## src/rtl/cond_pkg.sv

```systemverilog
// Shared definitions for the conditional-execution stage: condition codes,
// NZCV bit positions and FlagW field positions.
package cond_pkg;

    localparam logic [3:0] COND_EQ = 4'b0000;
    localparam logic [3:0] COND_NE = 4'b0001;
    localparam logic [3:0] COND_CS = 4'b0010;
    localparam logic [3:0] COND_CC = 4'b0011;
    localparam logic [3:0] COND_MI = 4'b0100;
    localparam logic [3:0] COND_PL = 4'b0101;
    localparam logic [3:0] COND_VS = 4'b0110;
    localparam logic [3:0] COND_VC = 4'b0111;
    localparam logic [3:0] COND_HI = 4'b1000;
    localparam logic [3:0] COND_LS = 4'b1001;
    localparam logic [3:0] COND_GE = 4'b1010;
    localparam logic [3:0] COND_LT = 4'b1011;
    localparam logic [3:0] COND_GT = 4'b1100;
    localparam logic [3:0] COND_LE = 4'b1101;
    localparam logic [3:0] COND_AL = 4'b1110;
    localparam logic [3:0] COND_NV = 4'b1111;

    localparam int FLAG_N = 3;
    localparam int FLAG_Z = 2;
    localparam int FLAG_C = 1;
    localparam int FLAG_V = 0;

    localparam int FLAGW_NZ = 1;
    localparam int FLAGW_CV = 0;

endpackage

```

## src/rtl/condcheck.sv

```systemverilog
// Combinational ARM condition evaluation: condition field x NZCV -> execute/skip.
// Kept free of state so a pipelined core can reuse it directly.
module condcheck
    import cond_pkg::*;
(
    input  logic [3:0] cond_i,
    input  logic [3:0] flags_i,
    output logic       condEx_o
);

    logic n, z, c, v;

    assign n = flags_i[FLAG_N];
    assign z = flags_i[FLAG_Z];
    assign c = flags_i[FLAG_C];
    assign v = flags_i[FLAG_V];

    // The 1111 encoding is treated as "never" rather than unconditional.
    always_comb begin
        condEx_o = 1'b0;
        case (cond_i)
            COND_EQ: condEx_o = z;
            COND_NE: condEx_o = ~z;
            COND_CS: condEx_o = c;
            COND_CC: condEx_o = ~c;
            COND_MI: condEx_o = n;
            COND_PL: condEx_o = ~n;
            COND_VS: condEx_o = v;
            COND_VC: condEx_o = ~v;
            COND_HI: condEx_o = c & ~z;
            COND_LS: condEx_o = ~c | z;
            COND_GE: condEx_o = (n == v);
            COND_LT: condEx_o = (n != v);
            COND_GT: condEx_o = ~z & (n == v);
            COND_LE: condEx_o = z | (n != v);
            COND_AL: condEx_o = 1'b1;
            COND_NV: condEx_o = 1'b0;
            default: condEx_o = 1'b0;
        endcase
    end

endmodule

```

## src/rtl/cond_unit.sv

```systemverilog
// Conditional-execution stage: holds NZCV, latches the condition result in the
// decode cycle and gates decoder write requests. CONDUNIT_STATS_EN adds exec/squash counters.
module cond_unit
    import cond_pkg::*;
#(
    parameter int CNT_W = 16
) (
    input  logic             clk,
    input  logic             reset,
    input  logic [3:0]       Cond,
    input  logic [3:0]       ALUFlags,
    input  logic [1:0]       FlagW,
    input  logic             PCS,
    input  logic             NextPC,
    input  logic             RegW,
    input  logic             MemW,
    input  logic             FPUW,
    input  logic             IRWrite,
    output logic             PCWrite,
    output logic             RegWrite,
    output logic             MemWrite,
    output logic             FPUWrite,
    output logic [3:0]       Flags,
    output logic             CondExReg
`ifdef CONDUNIT_STATS_EN
    ,
    output logic [CNT_W-1:0] ExecCount,
    output logic [CNT_W-1:0] SquashCount
`endif
);

    generate
        if (CNT_W < 1) begin : gBadCntW
            $error("cond_unit: CNT_W must be at least 1");
        end
    endgenerate

    logic [3:0] flags_q, flags_d;
    logic       condExReg_q;
    logic       irw_q;
    logic       condEx;

    condcheck u_condcheck (
        .cond_i   (Cond),
        .flags_i  (flags_q),
        .condEx_o (condEx)
    );

    // Flag writes are gated by the latched result of the instruction in flight.
    always_comb begin
        flags_d = flags_q;
        if (FlagW[FLAGW_NZ] && condExReg_q) begin
            flags_d[FLAG_N:FLAG_Z] = ALUFlags[FLAG_N:FLAG_Z];
        end
        if (FlagW[FLAGW_CV] && condExReg_q) begin
            flags_d[FLAG_C:FLAG_V] = ALUFlags[FLAG_C:FLAG_V];
        end
    end

    always_ff @(posedge clk or posedge reset) begin
        if (reset) begin
            flags_q     <= 4'b0000;
            condExReg_q <= 1'b0;
            irw_q       <= 1'b0;
        end else begin
            flags_q <= flags_d;
            irw_q   <= IRWrite;
            if (irw_q) begin
                condExReg_q <= condEx;
            end
        end
    end

    assign PCWrite   = NextPC | (PCS & condExReg_q);
    assign RegWrite  = RegW & condExReg_q;
    assign MemWrite  = MemW & condExReg_q;
    assign FPUWrite  = FPUW & condExReg_q;
    assign Flags     = flags_q;
    assign CondExReg = condExReg_q;

`ifdef CONDUNIT_STATS_EN
    localparam logic [CNT_W-1:0] CNT_ONE = CNT_W'(1);

    logic [CNT_W-1:0] execCount_q;
    logic [CNT_W-1:0] squashCount_q;

    // One count per decode cycle; both counters stick at all-ones.
    always_ff @(posedge clk or posedge reset) begin
        if (reset) begin
            execCount_q   <= '0;
            squashCount_q <= '0;
        end else if (irw_q) begin
            if (condEx) begin
                if (execCount_q != '1) begin
                    execCount_q <= execCount_q + CNT_ONE;
                end
            end else if (squashCount_q != '1) begin
                squashCount_q <= squashCount_q + CNT_ONE;
            end
        end
    end

    assign ExecCount   = execCount_q;
    assign SquashCount = squashCount_q;
`endif

endmodule
```

## config.mk

```make
export PLATFORM = sky130hd
export DESIGN_NAME = cond_unit
export DESIGN_NICKNAME = d
export VERILOG_FILES = /design/src/rtl/cond_pkg.sv /design/src/rtl/condcheck.sv /design/src/rtl/cond_unit.sv
export SDC_FILE = /design/constraint.sdc
export NUM_CORES = 1
export LEC_CHECK = 0
export BUFFER_PORTS_ARGS = -buffer_cell sky130_fd_sc_hd__buf_2
export CORE_AREA = 2 2 39 41
export DETAILED_ROUTE_END_ITERATION = 10
export DIE_AREA = 0 0 41 43
export GPL_TIMING_DRIVEN = 0
export SLEW_MARGIN = 20
export SYNTH_ARGS = -nofsm -noshare
export SYNTH_HDL_FRONTEND = slang
export SYNTH_SLANG_ARGS = --single-unit
```

## constraint.sdc

```tcl
create_clock -name clk -period 1.51 [get_ports clk]
set_input_delay 0.151 -clock clk [delete_from_list [all_inputs] [get_ports clk]]
set_output_delay 0.151 -clock clk [all_outputs]
set_load 0.01 [all_outputs]
```

==> flow_metrics.py <==
metrics = {
    "status": {
        "status": "completed",
    },
    "detailed_routing": {
        "drt-initial-drc-count": 3,
        "final_antenna_net_count": 0,
        "dr_wl_met2_um": 461,
        "wirelength_um": 903,
        "wire_per_inst_um": 10.3,
        "dr.pass1.iters": 2,
        "vias": 403,
        "wl_met3_um": 50,
        "wirelength_met1_um": 380,
        "top_layer": "met4",
        "vias_per_cell": 4.58,
        "drc": 0,
    },
    "yosys": {
        "ys_seq_elements": 6,
        "netlist_top_cells_area": "dfrtp_1 37%, mux2_2 11%, and2_1 4.6%, nand2_1 4.6%, a21o_1 3.7%",
        "synth_area_um2": 409,
        "synth.avg_cell_area_um2": 9.30,
        "synth_cells": 44,
        "synth_nets": 62,
        "ys_seq_area_share_pct": 36.7,
        "ys_types": 23,
        "yosysWarningCount": 0,
        "synth_top_area_share_pct": 36.7,
        "synth.largest_area_cell": "dfrtp_1",
    },
    "setup_path": {
        "crit_type": "reg2reg",
        "endpoint": "CondExReg$_DFFE_PP0P_",
        "crit_path_start": "Flags[3]$_DFFE_PP0P_",
        "r2r-start": "Flags[3]$_DFFE_PP0P_",
        "worstPathCellList": "mux2_4, a221oi_2, nor2_1, a31oi_1, o31a_1",
        "start_kind": "flop",
        "cp.required_ns": 1.68,
        "path_max_fanout": 5,
        "r2r_cells": 5,
        "reg2reg_slack_ns": 0.08,
        "cp_slowest_stage_delay_ns": 0.42,
        "r2r_end": "CondExReg$_DFFE_PP0P_",
        "cp.arrival_ns": 1.61,
        "end_kind": "flop",
        "crit_slowest_cell": "dfrtp_1",
    },
    "global_route": {
        "overflow": 0,
        "grt_pass1_vias": 350,
        "grt_pass1_wl_um": 1400,
        "grt_max_degree": 10,
        "antenna_found_initial": 0,
        "grt_usage_pct": 12.1,
    },
    "sta": {
        "worst_pin_slew_ns": 0.345,
        "max_freq_mhz": 699,
        "period_share_pct": 94.8,
        "setup_violations": 0,
        "hold_viol": 0,
        "fin_skew_ns": 0.00218,
        "fin_crit_ns": 1.43,
        "rsz0062_at_grt": "no",
        "hold_ws_ns": 0.0175,
        "setup_tns_ns": 0,
        "max-slew-margin-rel_pct": 77.0,
        "maxSlewViolCount": 0,
    },
    "power": {
        "p_switching_mw": 0.266,
        "intPower_mw": 0.487,
        "ir_drop_mv": 0.595,
        "power-per-cell-area_nw_per_um2": 1300,
        "swShare_pct": 35.3,
        "clockPowerShare_pct": 18.7,
        "seq_power_share_pct": 38.3,
        "leakagePower_nw": 0.300,
        "power_frac_comb_pct": 43.0,
    },
    "layout": {
        "syn2layout_area_growth_pct": 42.2,
        "regArea_um2": 150,
        "antennaDiodeCount": 0,
        "drive_gt1_share_pct": 47.2,
        "fillers": 171,
        "final_cell_mix": "24 x buf_2, 6 x dfrtp_1, 5 x nand2_1, 4 x mux2_2",
        "fin_nets": 92,
        "layout_commonest_cell": "buf_2",
        "multiInputGateArea_um2": 233,
    },
    "clocking": {
        "cts_buffers": 3,
        "htreeDepth": 1,
        "cts_tree": "done",
        "clkLatencyLatePin_ns": 0.24,
        "cts_sinks": 6,
        "clk_pin_slew_ns": 0.04,
        "clk_path_buf_depth": 2,
        "cts_root_buffer": "clkbuf_4",
        "ctsHoldBuffers": 1,
        "cts_setup_buffers": 0,
        "cts-resized-gates": 0,
    },
    "floorplan": {
        "coreArea_um2": 1380,
        "std_cell_rows": 14,
        "dieArea_um2": 1760,
        "die_width_um": 41,
        "die_y_um": 43,
        "start_util_pct": 29.6,
        "ioPinCount": 27,
    },
    "placed_design": {
        "gp_congestion": 0.629,
        "hpwl_um": 731,
        "portBuffers": 24,
    },
    "worst_hold_path": {
        "hold_class": "in2reg",
    },
    "flow_run": {
        "maxCapViolCount": 0,
    },
}
through the flow:
stage               power (mW)  utilization (%)  std cells  area [um2]  setup slack, ns
floorplan                0.494                -         44         409            0.157
global placement         0.614             39.7         84         549            0.101
detailed placement       0.621             39.7         84         549           0.0775
CTS                      0.771             42.0         88         582           0.0707
global route             0.821             42.0         88         582          0.00116
finish                   0.754             42.0         88         582           0.0785
kinds of logic (layout without fill, tap and decap cells):
kind of cell,after synthesis,after routing,synth area share [%]
buffers and inverters,5,33,6.42
XOR/XNOR,1,1,2.14
multiplexers,6,6,17.1
flip-flops,6,6,36.7
AND/OR/NAND/NOR,16,16,19.3
AO/OA/AOI/OAI,10,10,18.3
worst min-delay path by stage:
stage,slack [ns],start,cells past startpoint,endpoint
floorplan,-0.06,reset,1,CondExReg$_DFFE_PP0P_
global placement,0.07,reset,2,Flags[2]$_DFFE_PP0P_
detailed placement,0.07,reset,2,Flags[3]$_DFFE_PP0P_
CTS,0.008,IRWrite,1,irw_q$_DFF_PP0_
global route,0.008,IRWrite,1,irw_q$_DFF_PP0_
finish,0.02,IRWrite,1,irw_q$_DFF_PP0_
worst max-delay path, delay by kind of cell (launching register included):
kind / cells / cell delay (ns)
AO/OA/AOI/OAI: 3 / 0.61
multiplexers: 1 / 0.28
flip-flops: 1 / 0.42
AND/OR/NAND/NOR: 1 / 0.06
power groups by stage:
| stage | combinational [mW] | clock [mW] | sequential [mW] |
|---|---|---|---|
| CTS | 0.330 | 0.149 | 0.292 |
| finish | 0.324 | 0.141 | 0.289 |
| detailed placement | 0.328 | 0 | 0.294 |
| global placement | 0.323 | 0 | 0.292 |
| global route | 0.358 | 0.163 | 0.299 |
| floorplan | 0.191 | 0 | 0.303 |
flip-flops by register name, summed over array words and instances (netlist names):
| signal | flops |
|---|---|
| Flags | 4 |
| irw_q | 1 |
| CondExReg | 1 |
metal layers:
layer / vias up / GRT usage, %
met4: 0 / 10.0
met2: 10 / 17.5
met5: - / 0
met3: 2 / 3.14
met1: 181 / 14.2
li1: 210 / -
cells in the mapped netlist (all sizes together):
cell type,n
o21ai,1
nand2,5
nand3,1
mux2,5
nor3,1
nand4,1
dfrtp,6
and2,3
and2b,1
xor2,1
buf,1
mux2i,1
o31a,1
clkbuf,1
a31oi,2
a21oi,2
nor2,3
a41oi,1
nand2b,1
a221oi,1
a21o,2
inv,3
layout make-up:
| type | count | area share [%] |
|---|---|---|
| tap | 16 | 3.44 |
| multi-input combinational | 33 | 40.0 |
| inverter | 3 | 1.94 |
| buffer | 2 | 2.58 |
| sequential | 6 | 25.8 |
| timing repair buffer | 25 | 22.4 |
| clock buffer | 3 | 3.87 |
No activity file was read; power rests on OpenSTA's default activity.
